$ cat config.mk
export PLATFORM = sky130hd
export DESIGN_NAME = booth_multiplier_n
export DESIGN_NICKNAME = d
export VERILOG_FILES = /design/src/rtl/mult_pkg.sv /design/src/rtl/booth_datapath.sv /design/src/rtl/booth_multiplier_n.sv
export SDC_FILE = /design/constraint.sdc
export NUM_CORES = 1
export LEC_CHECK = 0
export CORE_UTILIZATION = 40
export DETAILED_ROUTE_END_ITERATION = 16
export PLACE_DENSITY = 0.59
export SYNTH_ARGS = -nofsm -noshare
export SYNTH_HDL_FRONTEND = slang
export SYNTH_SLANG_ARGS = --single-unit
$ cat constraint.sdc
create_clock -name clk -period 3.15 [get_ports clk]
set_clock_uncertainty 0.05 [all_clocks]
set_input_delay 0.63 -clock clk [delete_from_list [all_inputs] [get_ports clk]]
set_output_delay 0.63 -clock clk [all_outputs]
set_load 0.01 [all_outputs]
$ cat src/rtl/mult_pkg.sv
// -----------------------------------------------------------------------------
// mult_pkg
// Shared definitions for the radix-2 Booth multiplier:
//   - state_t   : control FSM states
//   - BOOTH_ADD / BOOTH_SUB : Booth pair {Q[0],Qprev} codes that modify A
//   - ext_width : internal datapath width derived from the operand width
// -----------------------------------------------------------------------------
package mult_pkg;

   typedef enum logic [2:0] {
      IDLE  = 3'd0,
      LOAD  = 3'd1,
      ADD   = 3'd2,
      SHIFT = 3'd3,
      DONE  = 3'd4
   } state_t;

   // {Q[0],Qprev} = 01 ends a run of ones -> add M; 10 starts one -> subtract M
   localparam logic [1:0] BOOTH_ADD = 2'b01;
   localparam logic [1:0] BOOTH_SUB = 2'b10;

   // One guard bit lets the same signed datapath handle unsigned operands
   // after zero extension.
   function automatic int ext_width(input int width);
      return width + 1;
   endfunction

endpackage

$ cat src/rtl/booth_datapath.sv
// -----------------------------------------------------------------------------
// booth_datapath
// Combinational next-state logic for one Booth half-step.
//   E        : internal width (operand width + 1)
//   a_i      : accumulator A
//   q_i      : multiplier register Q
//   qprev_i  : bit shifted out of Q on the previous step
//   m_i      : extended multiplicand M
//   shift_i  : 0 = add/subtract step, 1 = arithmetic right shift step
//   a_o, q_o, qprev_o : next {A,Q,Qprev}
// -----------------------------------------------------------------------------
module booth_datapath
   import mult_pkg::*;
#(
   parameter int E = 9
) (
   input  logic [E-1:0] a_i,
   input  logic [E-1:0] q_i,
   input  logic         qprev_i,
   input  logic [E-1:0] m_i,
   input  logic         shift_i,
   output logic [E-1:0] a_o,
   output logic [E-1:0] q_o,
   output logic         qprev_o
);

   // Select between the Booth add/subtract decode and the {A,Q,Qprev} shift
   always_comb begin
      a_o     = a_i;
      q_o     = q_i;
      qprev_o = qprev_i;
      if (shift_i) begin
         // A msb is replicated so the partial product keeps its sign
         a_o     = {a_i[E-1], a_i[E-1:1]};
         q_o     = {a_i[0], q_i[E-1:1]};
         qprev_o = q_i[0];
      end else begin
         case ({q_i[0], qprev_i})
            BOOTH_ADD: a_o = a_i + m_i;
            BOOTH_SUB: a_o = a_i - m_i;
            default:   a_o = a_i;
         endcase
      end
   end

endmodule

$ cat src/rtl/booth_multiplier_n.sv
// -----------------------------------------------------------------------------
// booth_multiplier_n
// Parametrised radix-2 Booth multiplier with start/done handshake, signed or
// unsigned operands and registered two's-complement and sign-magnitude output.
//   WIDTH        : operand width (>= 2)
//   clk          : system clock
//   reset        : asynchronous active-high reset
//   valid        : start request, sampled only in IDLE
//   signed_mode  : 1 = two's-complement operands, 0 = unsigned (with valid)
//   num_1        : multiplicand
//   num_2        : multiplier
//   busy         : operation in progress (acceptance until DONE is left)
//   ready        : one-cycle completion pulse
//   mult_result  : product (two's complement in signed mode)
//   magnitude    : absolute value of the product
//   sign         : product negative (signed mode only)
// -----------------------------------------------------------------------------
module booth_multiplier_n
   import mult_pkg::*;
#(
   parameter int WIDTH = 8
) (
   input  logic                 clk,
   input  logic                 reset,
   input  logic                 valid,
   input  logic                 signed_mode,
   input  logic [WIDTH-1:0]     num_1,
   input  logic [WIDTH-1:0]     num_2,
   output logic                 busy,
   output logic                 ready,
   output logic [2*WIDTH-1:0]   mult_result,
   output logic [2*WIDTH-1:0]   magnitude,
   output logic                 sign
);

   localparam int E  = ext_width(WIDTH);
   localparam int PW = 2 * WIDTH;
   localparam int CW = $clog2(E + 1);

   localparam logic [CW-1:0] CNT_ONE = {{(CW-1){1'b0}}, 1'b1};
   localparam logic [CW-1:0] CNT_END = CW'(E);
   localparam logic [PW-1:0] PW_ONE  = {{(PW-1){1'b0}}, 1'b1};

   state_t           state_q;
   logic [E-1:0]     a_q;
   logic [E-1:0]     q_q;
   logic [E-1:0]     m_q;
   logic             qprev_q;
   logic [CW-1:0]    cnt_q;
   logic             mode_q;
   logic [WIDTH-1:0] op1_q;
   logic [WIDTH-1:0] op2_q;
   logic             busy_q;
   logic             ready_q;
   logic [PW-1:0]    result_q;
   logic [PW-1:0]    mag_q;
   logic             sign_q;

   logic [E-1:0]     ext1_s;
   logic [E-1:0]     ext2_s;
   logic             shift_sel_s;
   logic [E-1:0]     dp_a_s;
   logic [E-1:0]     dp_q_s;
   logic             dp_qprev_s;
   logic [CW-1:0]    cnt_d;
   logic [PW-1:0]    result_d;
   logic [PW-1:0]    mag_d;
   logic             sign_d;

   booth_datapath #(
      .E (E)
   ) u_datapath (
      .a_i     (a_q),
      .q_i     (q_q),
      .qprev_i (qprev_q),
      .m_i     (m_q),
      .shift_i (shift_sel_s),
      .a_o     (dp_a_s),
      .q_o     (dp_q_s),
      .qprev_o (dp_qprev_s)
   );

   // Operand extension, step selection and result formatting from the shifted {A,Q}
   always_comb begin
      // msb of the operand only propagates into the guard bit in signed mode
      ext1_s      = {op1_q[WIDTH-1] & mode_q, op1_q};
      ext2_s      = {op2_q[WIDTH-1] & mode_q, op2_q};
      shift_sel_s = (state_q == SHIFT);
      cnt_d       = cnt_q + CNT_ONE;
      // The true product fits in PW bits: drop the top guard bits of {A,Q}
      result_d    = {dp_a_s[WIDTH-2:0], dp_q_s};
      sign_d      = mode_q & result_d[PW-1];
      if (sign_d) begin
         mag_d = ~result_d + PW_ONE;
      end else begin
         mag_d = result_d;
      end
   end

   // Control FSM, Booth registers, iteration counter and registered outputs
   always_ff @(posedge clk or posedge reset) begin
      if (reset) begin
         state_q  <= IDLE;
         a_q      <= {E{1'b0}};
         q_q      <= {E{1'b0}};
         m_q      <= {E{1'b0}};
         qprev_q  <= 1'b0;
         cnt_q    <= {CW{1'b0}};
         mode_q   <= 1'b0;
         op1_q    <= {WIDTH{1'b0}};
         op2_q    <= {WIDTH{1'b0}};
         busy_q   <= 1'b0;
         ready_q  <= 1'b0;
         result_q <= {PW{1'b0}};
         mag_q    <= {PW{1'b0}};
         sign_q   <= 1'b0;
      end else begin
         case (state_q)
            IDLE: begin
               ready_q <= 1'b0;
               if (valid) begin
                  op1_q   <= num_1;
                  op2_q   <= num_2;
                  mode_q  <= signed_mode;
                  busy_q  <= 1'b1;
                  state_q <= LOAD;
               end else begin
                  busy_q  <= 1'b0;
                  state_q <= IDLE;
               end
            end
            LOAD: begin
               a_q     <= {E{1'b0}};
               q_q     <= ext2_s;
               m_q     <= ext1_s;
               qprev_q <= 1'b0;
               cnt_q   <= {CW{1'b0}};
               state_q <= ADD;
            end
            ADD: begin
               a_q     <= dp_a_s;
               q_q     <= dp_q_s;
               qprev_q <= dp_qprev_s;
               state_q <= SHIFT;
            end
            SHIFT: begin
               a_q     <= dp_a_s;
               q_q     <= dp_q_s;
               qprev_q <= dp_qprev_s;
               cnt_q   <= cnt_d;
               if (cnt_d == CNT_END) begin
                  result_q <= result_d;
                  mag_q    <= mag_d;
                  sign_q   <= sign_d;
                  ready_q  <= 1'b1;
                  state_q  <= DONE;
               end else begin
                  state_q  <= ADD;
               end
            end
            DONE: begin
               ready_q <= 1'b0;
               busy_q  <= 1'b0;
               state_q <= IDLE;
            end
            default: begin
               ready_q <= 1'b0;
               busy_q  <= 1'b0;
               state_q <= IDLE;
            end
         endcase
      end
   end

   assign busy        = busy_q;
   assign ready       = ready_q;
   assign mult_result = result_q;
   assign magnitude   = mag_q;
   assign sign        = sign_q;

endmodule

# Word level (Yosys, flattened, before mapping)
# Cells that the tools add are included.
totals:
  input_bits: 20
  word_cells: 64
  output_inout_bits: 35
  ff_bits: 87
classes:
  addsub: 4
  reduce_logical: 12
  muxes: 16
  bitwise_logic: 5
  n_eq_ne: 11
ops:
  columns: ["cell", "n"]
  rows:
  - ["9-bit one-hot mux with 2 select lines", 3]
  - ["9-bit 2-to-1 mux", 2]
  - ["16-bit by 1-bit adder with 16-bit output, second input constant", 1]
  - ["16-bit 2-to-1 mux", 1]
  - ["16-bit inverter", 1]
  - ["3-bit one-hot mux with 4 select lines", 1]
  - ["2-bit AND reduction", 5]
  - ["9-bit adder", 1]
  - ["9-bit subtractor", 1]
  - ["4-bit one-hot mux with 2 select lines", 1]
  - ["3-bit by 2-bit equality test with 1-bit output, second input constant", 2]
  - ["1-bit one-hot mux with 2 select lines", 3]
  - ["4-bit by 1-bit adder with 4-bit output, second input constant", 1]
  - ["4-bit equality test, second input constant", 1]
  - ["1-bit 2-to-1 mux", 4]
  - ["2-bit by 1-bit inequality test with 1-bit output, second input constant", 2]
  - ["4-bit by 1-bit inequality test with 1-bit output, second input constant", 1]
  - ["2-bit nonzero test", 2]
  - ["2-bit OR reduction", 2]
  - ["1-bit bitwise AND", 3]
  - ["3-bit by 1-bit equality test with 1-bit output, second input constant", 1]
  - ["3-bit zero test", 1]
  - ["3-bit 2-to-1 mux", 1]
  - ["3-bit by 1-bit inequality test with 1-bit output, second input constant", 1]
  - ["other kinds (6)", 6]

# Depth between registers and ports, before layout
# Gate-level depths: netlist of run 1.
depth:
  depth_word: 6
  depth_mapped: 13

# Hierarchy
# A second synthesis of run 1 with hierarchy kept.
unflattened:
  cells_unflattened: 442
  area_unflattened_um2: 4534.3
by_module_without_submodules:
  columns: ["module", "area_each_um2", "instances", "cells_each", "seq_area_each_um2"]
  rows:
  - ["booth_multiplier_n", 3733.6, 1, 331, 2152.1]
  - ["booth_datapath", 800.8, 1, 111, 0.0]

# Worst setup path after synthesis of run 1
# No wires, ideal clock.
synth_path:
  kind: "flip-flop to flip-flop"
  startpoint: "register q_q[0]"
  endpoint: "register mag_q[14] (netlist: magnitude[14])"
  slack_ns: -0.122
  t_required_ns: 3.031
  path_buffers: 1
  arrival_time_ns: 3.153
  path_stages_with_launch: 12
  cell_sequence: "dfrtp_1 > ha_1 > clkbuf_1 > mux2_2 > fa_1 > nand2b_1 > a21o_1 > and3b_1 > o21ai_1 > nand3_1 > or4_1 > nand3_1"
synth_via:
  elab_chain_cells: 6
  word_cells_on_any_way: 9
  cone_classes: "add/sub: 1; eq/ne: 2; mux: 4; bitwise: 2"
synth_rtl:
  columns: ["element", "line_no", "source"]
  rows:
  - ["start: declaration", "booth_multiplier_n.sv:46", "logic [E-1:0] q_q;"]
  - ["start signal: assignment", "booth_multiplier_n.sv:105", "q_q <= {E{1'b0}};"]
  - ["start signal: assignment", "booth_multiplier_n.sv:134", "q_q <= ext2_s;"]
  - ["start signal: assignment", "booth_multiplier_n.sv:142", "q_q <= dp_q_s;"]
  - ["2-bit equality test or 2-bit by 1-bit equality test with 1-bit output (tied branches)", "booth_datapath.sv:38", "case ({q_i[0], qprev_i})"]
  - ["9-bit one-hot mux with 2 select lines", "booth_datapath.sv:38", null]
  - ["9-bit 2-to-1 mux", "booth_datapath.sv:32", "if (shift_i) begin"]
  - ["16-bit inverter", "booth_multiplier_n.sv:94", "mag_d = ~result_d + PW_ONE;"]
  - ["16-bit by 1-bit adder with 16-bit output", "booth_multiplier_n.sv:94", null]
  - ["16-bit 2-to-1 mux *", "booth_multiplier_n.sv:93", "if (sign_d) begin"]
  - ["end signal: assignment", "booth_multiplier_n.sv:115", "mag_q <= {PW{1'b0}};"]
  - ["end signal: assignment", "booth_multiplier_n.sv:153", "mag_q <= mag_d;"]
  - ["end: declaration", "booth_multiplier_n.sv:56", "logic [PW-1:0] mag_q;"]
# Every way passes the cells marked *; elsewhere a longest branch is shown, timed or not. The select of a mux whose other input is x is not followed.
# A chain may end at the register's enable or synchronous reset.

# Worst setup path after layout of run 1
layout_path:
  startpoint: "register m_q[1]"
  endpoint: "register mag_q[7] (netlist: magnitude[7])"
layout_via:
  elab_chain_cells: 5
  word_cells_on_any_way: 6
  cone_classes: "add/sub: 2; mux: 3; bitwise: 1"
layout_rtl:
  columns: ["element", "line_no", "source"]
  rows:
  - ["start: declaration", "booth_multiplier_n.sv:47", "logic [E-1:0] m_q;"]
  - ["start signal: assignment", "booth_multiplier_n.sv:106", "m_q <= {E{1'b0}};"]
  - ["start signal: assignment", "booth_multiplier_n.sv:135", "m_q <= ext1_s;"]
  - ["9-bit subtractor or 9-bit adder (tied branches)", "booth_datapath.sv:40, booth_datapath.sv:39", null]
  - ["9-bit one-hot mux with 2 select lines *", "booth_datapath.sv:38", null]
  - ["9-bit 2-to-1 mux *", "booth_datapath.sv:32", null]
  - ["1-bit bitwise AND *", "booth_multiplier_n.sv:92", "sign_d = mode_q & result_d[PW-1];"]
  - ["16-bit 2-to-1 mux *", "booth_multiplier_n.sv:93", null]
# Marked as above.

==> results.cfg, run 1 <==
[pwr]
swShare = 0.432
pwr-share-clk = 0.142
ir_drop_mv = 0.471
p_seq_frac = 0.264
p_leak_nw = 2.58
internal-power_w = 0.00437
power_switching_w = 0.00332
p_per_area_nw_per_um2 = 1300
comb_power_share = 0.594

[yosys]
synth_fa_ha_area_frac = 0.0419
synth-main-ff-cell = dfrtp_1
synth.area.mux_share = 0.0954
synth-edff-count = 0
syn_inst = 481
ys_seq_area_frac = 0.462
synth_top_family_by_area = simple AND/OR/NAND/NOR gates
yosys_warnings = 0
avgSynthCellArea_um2 = 9.68
synth_compound_area_frac = 0.140
async_flop_share = 1.00
yosysTopAreaCell = dfrtp_1
synth_top_area_frac = 0.462
synth_cell_types = 59
syn-num-nets = 516
ys_seq_elements = 86
synth-simple-area-share = 0.178
yosys-top-cells-area = dfrtp_1, mux2_2, nand2_1, o21ai_0, ha_1
synth-xor-area-share = 0.0357
synth_area_um2 = 4660

[timing]
final-max-slew-violation-count = 0
hold_violations = 0
slew_headroom = 0.436
worstMarginPinSlew_ns = 0.825
period_needed_ns = 2.99
worst_slack_ns = 0.161
fin_crit_sh = 0.949
fin_tns_setup_ns = 0
hold-worst-slack_ns = 0.425
clock.fmax_mhz = 335
setup_violations = 0
rsz0062_at_grt = true

[clock_tree]
path_clk_slew_ns = 0.07
cts_buffer_depth = 2
clock_sinks = 86
cts_hold_buf = 0
cts_htree_levels = 3
insertion_delay_ns = 0.33
numCtsBuffers = 9
root_buffer = clkbuf_16
cts_tree = built

[layout]
area_growth_pct = 26.7
insertedDiodeCount = 0
fin_cells = 691
final_nets = 578
mostFrequentLayoutCells = dfrtp_1, nand2_1, clkdlybuf4s50_1, o21ai_0, mux2_2
drive_gt1_frac = 0.173
fillers = 1052
final_common_cell = dfrtp_1

[die]
start_util = 0.410
die_area_um2 = 12100
die_w_um = 110
die_h_um = 110
num_rows = 39
ioPinCount = 55
core_um2 = 11400

[job]
drv_cap = 0

[route]
drt-initial-drc-count = 124
wl_per_cell_um = 15.7
viasPerCell = 5.35
antenna_left = 0
drt_pass1_iterations = 5
vias = 3700
wl_um = 10900
drc = 0

[setup_path]
arrival_ns = 3.16
endpoint_kind = flop
crit_buf_inv = 2
start_kind = flop
slowest_delay_ns = 0.37
critical_path.max_fanout = 4
cp_num_cells = 12
cp_common_cell = mux2_2
required_ns = 3.32
slowest_stage = fa_2
r2r_cells = 12
critPathKind = reg -> reg
cp_cell_sequence = inv_1, ha_1, mux2_2, fa_2, nand2b_1, a21o_1, and3b_1, o21ai_2, buf_4, nand4_1, xnor2_1, mux2_2
crit_family = adder cells

[global_routing]
overflow = 0
grtUsageTotal = 0.195
antenna_found_initial = 0
grt_max_degree = 53
grt_first_pass_wirelength_um = 18000
grt_pass1_vias = 3560

[placement]
dp_hpwl_um = 7760
dpl_worst_slack_ns = 0.0387
dp_cells = 671
io_buffers = 54
gp_congestion = 0.841

[hold_path]
whs_path_depth = 2
hold_path_class = reg -> reg

[outcome]
status = completed
-- cell usage after synthesis, types with 2 or more instances --
master and n:
and2_1 2, o32ai_1 2, a21oi_1 14, nor4_1 6, and4b_1 4, buf_2 4
nand3_1 12, xnor2_1 17, buf_1 2, inv_1 24, buf_6 2, ha_1 14
and3b_1 3, a211o_1 2, o21ai_1 3, dfrtp_1 86, nand2b_1 5, o21a_1 3
nor2b_1 3, o21ai_0 43, nand4_1 4, o211ai_1 4, nor4b_1 2, or2_2 2
a31oi_1 2, a22o_1 3, mux2i_1 14, a21o_1 4, clkbuf_1 18, xor2_1 2
nand4b_1 2, a2111oi_2 2, mux2_2 27, buf_4 2, nor2_1 25, or3_1 6
nand2_1 79, o22ai_1 5, nor3_1 7
-- final timing paths --
| kind | startpoint | slack [ns] | end |
|---|---|---|---|
| worst max-delay path | m_q[1]$_DFFE_PP0P_ | 0.16 | magnitude[7]$_DFFE_PP0P_ |
| worst min-delay path | mult_result[3]$_DFFE_PP0P_ | 0.42 | mult_result[3]$_DFFE_PP0P_ |
| worst max register to register | m_q[1]$_DFFE_PP0P_ | 0.16 | magnitude[7]$_DFFE_PP0P_ |
| worst min register to register | mult_result[3]$_DFFE_PP0P_ | 0.42 | mult_result[3]$_DFFE_PP0P_ |
| max in group asynchronous | reset | 1.72 | mode_q$_DFFE_PP0P_ |
| min in group asynchronous | reset | 0.64 | magnitude[2]$_DFFE_PP0P_ |
-- stage by stage --
stage	instance area [um2]	power [W]	util
after CTS	5730	0.00730	0.504
after global routing	5900	0.00834	0.519
after global placement	5430	0.00608	0.477
after detailed placement	5430	0.00619	0.477
final	5900	0.00769	0.519
after floorplan	4660	0.00490	-
-- timing repair --
item                       in CTS  in global routing
buffers inserted                0                  4
setup endpoints to repair       0                 14
resized for setup               0                 24
-- power groups by stage --
stage	combinational [W]	clock, W	sequential [W]
finish	0.00457	0.00109	0.00203
global route	0.00508	0.00116	0.00211
CTS	0.00416	0.00111	0.00203
detailed placement	0.00414	0	0.00205
global placement	0.00405	0	0.00203
floorplan	0.00292	0	0.00197
-- per-layer routing --
metal  routed length (um)  GRT usage
met5                    0          0
met1                 5350      0.274
met3                  423     0.0314
met4                  132     0.0524
met2                 4940      0.309
-- sequential cells by signal (all words and copies together), names as in the netlist --
| signal | cells |
|---|---|
| busy | 1 |
| a_q | 9 |
| state_q | 3 |
| op1_q | 8 |
| ready | 1 |
| q_q | 9 |
| m_q | 9 |
| cnt_q | 4 |
| magnitude | 15 |
| mode_q | 1 |
| mult_result | 16 |
| op2_q | 8 |
| sign | 1 |
| qprev_q | 1 |
-- kinds of logic (layout without fill, tap and decap cells) --
logic type	count (synthesis)	count (layout)
AO/OA/AOI/OAI	100	100
adder cells (fa/ha/maj)	15	15
buffers and inverters	52	119
AND/OR/NAND/NOR	168	168
XOR/XNOR	19	19
flip-flops	86	86
multiplexers	41	41
-- layout make-up --
cell class | instances | area (um2) | area share
clock buffer | 11 | 243 | 0.0411
clock inverter | 5 | 58.8 | 0.00997
inverter | 24 | 91.3 | 0.0155
multi-input combinational | 343 | 2440 | 0.413
sequential | 86 | 2150 | 0.365
tap | 143 | 179 | 0.0303
timing repair buffer | 79 | 741 | 0.126
-- tightest hold or removal path: cells and delay by family (launching register included) --
kind             cells  cell delay (ns)
and+or+nand+nor      2             0.10
DFF                  1             0.34
Note: power is estimated with default switching activity, not from simulation.
==> inputs of run 2 (changes only) <==
- CORE_UTILIZATION: 40 -> 51
- PLACE_DENSITY: 0.59 -> 0.73
==> run 2 against run 1 <==
  * Clock-buffer cell count unchanged
  * Sequential share of layout area increased by 1.3 points
  * Fmax decreased by 0.52%
  * Highest routed layer unchanged
==> results.cfg, run 2 (synthesis results as in run 1) <==
[setup_path]
arrival_ns = 3.21
endpoint_kind = flop
required_ns = 3.36
slowest_stage = dfrtp_1
cp_cell_sequence = inv_1, ha_1, mux2_4, fa_2, nand2b_1, a21o_1, and3b_2, o21a_2, nor4_2, xnor2_1, mux2_2
critical_path.max_fanout = 8
critPathKind = reg -> reg
slowest_delay_ns = 0.38
start_kind = flop

[timing]
period_needed_ns = 3.00
fin_tns_setup_ns = 0
clock.fmax_mhz = 333
hold_violations = 0
final-max-slew-violation-count = 0
worstMarginPinSlew_ns = 0.809
slew_headroom = 0.459
setup_violations = 0
fin_crit_sh = 0.954
worst_slack_ns = 0.146

[pwr]
power_w = 0.00721
pwr-share-clk = 0.108
p_per_area_nw_per_um2 = 1270
internal-power_w = 0.00407
p_seq_frac = 0.283
p_leak_nw = 2.52
comb_power_share = 0.609
power_switching_w = 0.00314
ir_drop_mv = 0.503
swShare = 0.436

[placement]
dpl_cell_area_um2 = 5360
io_buffers = 54
dp_hpwl_um = 7340
dpl_worst_slack_ns = -0.00803
gp_congestion = 0.839

[outcome]
status = completed

[die]
die_area_um2 = 9520
die_h_um = 97.6
die_w_um = 97.6
num_rows = 34
start_util = 0.532
core_um2 = 8760
ioPinCount = 55

[global_routing]
grt_pass1_vias = 3470
overflow = 0
grt_first_pass_wirelength_um = 17500
antenna_found_initial = 0
grt_max_degree = 87
grtUsageTotal = 0.229

[clock_tree]
insertion_delay_ns = 0.36
root_buffer = clkbuf_8
cts_htree_levels = 3
cts_hold_buf = 0
cts_buffer_depth = 2
clock_sinks = 86
path_clk_slew_ns = 0.09
cts_tree = built
numCtsBuffers = 9

[route]
drt-initial-drc-count = 186
wl_per_cell_um = 15.7
wl_um = 10200
drt_pass1_iterations = 5
drc = 0
antenna_left = 0
vias = 3734
viasPerCell = 5.71

[job]
drv_cap = 0

[layout]
insertedDiodeCount = 0
fillers = 697
final_area_um2 = 5700
largest_reg_flops = 16
mostFrequentLayoutCells = dfrtp_1, nand2_1, clkdlybuf4s50_1, o21ai_0, mux2_2
final_common_cell = dfrtp_1
final_nets = 576
drive_gt1_frac = 0.170
area_growth_pct = 22.3

[hold_path]
hold_path_class = reg -> reg
[run 2: changes by cell type in the layout (fill, tap and decap cells not counted), moves of 2 or more]
cell	before	now
clkbuf_8	1	10
buf_4	24	22
nor4_2	2	4
and3b_1	3	1
and3b_2	0	2
nor4_4	4	0
nor4_1	0	2
clkbuf_16	9	0
[run 2: worst max-delay path, delay by kind of cell (launching register included)]
kind,cells,cell delay [ns]
AND/OR/NAND/NOR,3,0.65
adder cells (fa/ha/maj),2,0.64
multiplexers,2,0.55
AO/OA/AOI/OAI,2,0.46
flip-flops,1,0.38
XOR/XNOR,1,0.08
buffers and inverters,1,0.07
[run 2: final cells by class]
class                      count  area (um2)  share of cell area
tap                          108         135              0.0237
multi-input combinational    343        2390               0.420
clock buffer                  11         141              0.0248
clock inverter                 5        58.8              0.0103
sequential                    86        2150               0.378
inverter                      24        91.3              0.0160
timing repair buffer          77         726               0.127
[run 2: layer usage]
layer  global-route usage  up-vias  part of all wire  wire, um
met4               0.0860        0             0.017       178
met1                0.327     1811              0.46      4740
met2                0.356      107              0.48      4890
met3               0.0324       12             0.042       433
met5                    0        -                 0         0
li1                     -     1804                 -         -
[run 2: through the flow]
stage / hold slack [ns] / instances / util
2_1_floorplan: 0.396 / 481 / -
3_3_place_gp: 0.411 / 633 / 0.612
3_5_place_dp: 0.413 / 633 / 0.612
4_1_cts: 0.435 / 649 / 0.636
5_1_grt: 0.458 / 654 / 0.650
6_report: 0.431 / 654 / 0.650
[run 2: timing repair]
item                                   4_1_cts  5_1_grt
gates resized for setup                      2       19
endpoints found under the hold margin        0        0
pin swaps                                    0        8
buffers inserted                             0        5
setup endpoints to repair                    4       16
[run 2: power groups by stage]
stage | Clock, W | Combinational, W | Sequential [W]
after floorplan | 0 | 0.00292 | 0.00197
after global placement | 0 | 0.00392 | 0.00202
after detailed placement | 0 | 0.00406 | 0.00206
after CTS | 0.000796 | 0.00409 | 0.00204
after global routing | 0.000837 | 0.00485 | 0.00212
final | 0.000782 | 0.00439 | 0.00204
[run 2: path summary, 6_finish.rpt]
kind,endpoint,depth (start not counted),start,slack (ns)
setup / recovery,magnitude[10]$_DFFE_PP0P_,11,m_q[1]$_DFFE_PP0P_,0.15
hold / removal,mult_result[12]$_DFFE_PP0P_,2,mult_result[12]$_DFFE_PP0P_,0.43
setup reg to reg,magnitude[10]$_DFFE_PP0P_,11,m_q[1]$_DFFE_PP0P_,0.15
hold reg to reg,mult_result[12]$_DFFE_PP0P_,2,mult_result[12]$_DFFE_PP0P_,0.43
max in group asynchronous,op1_q[7]$_DFFE_PP0P_,3,reset,2.06
min in group asynchronous,magnitude[1]$_DFFE_PP0P_,3,reset,0.62
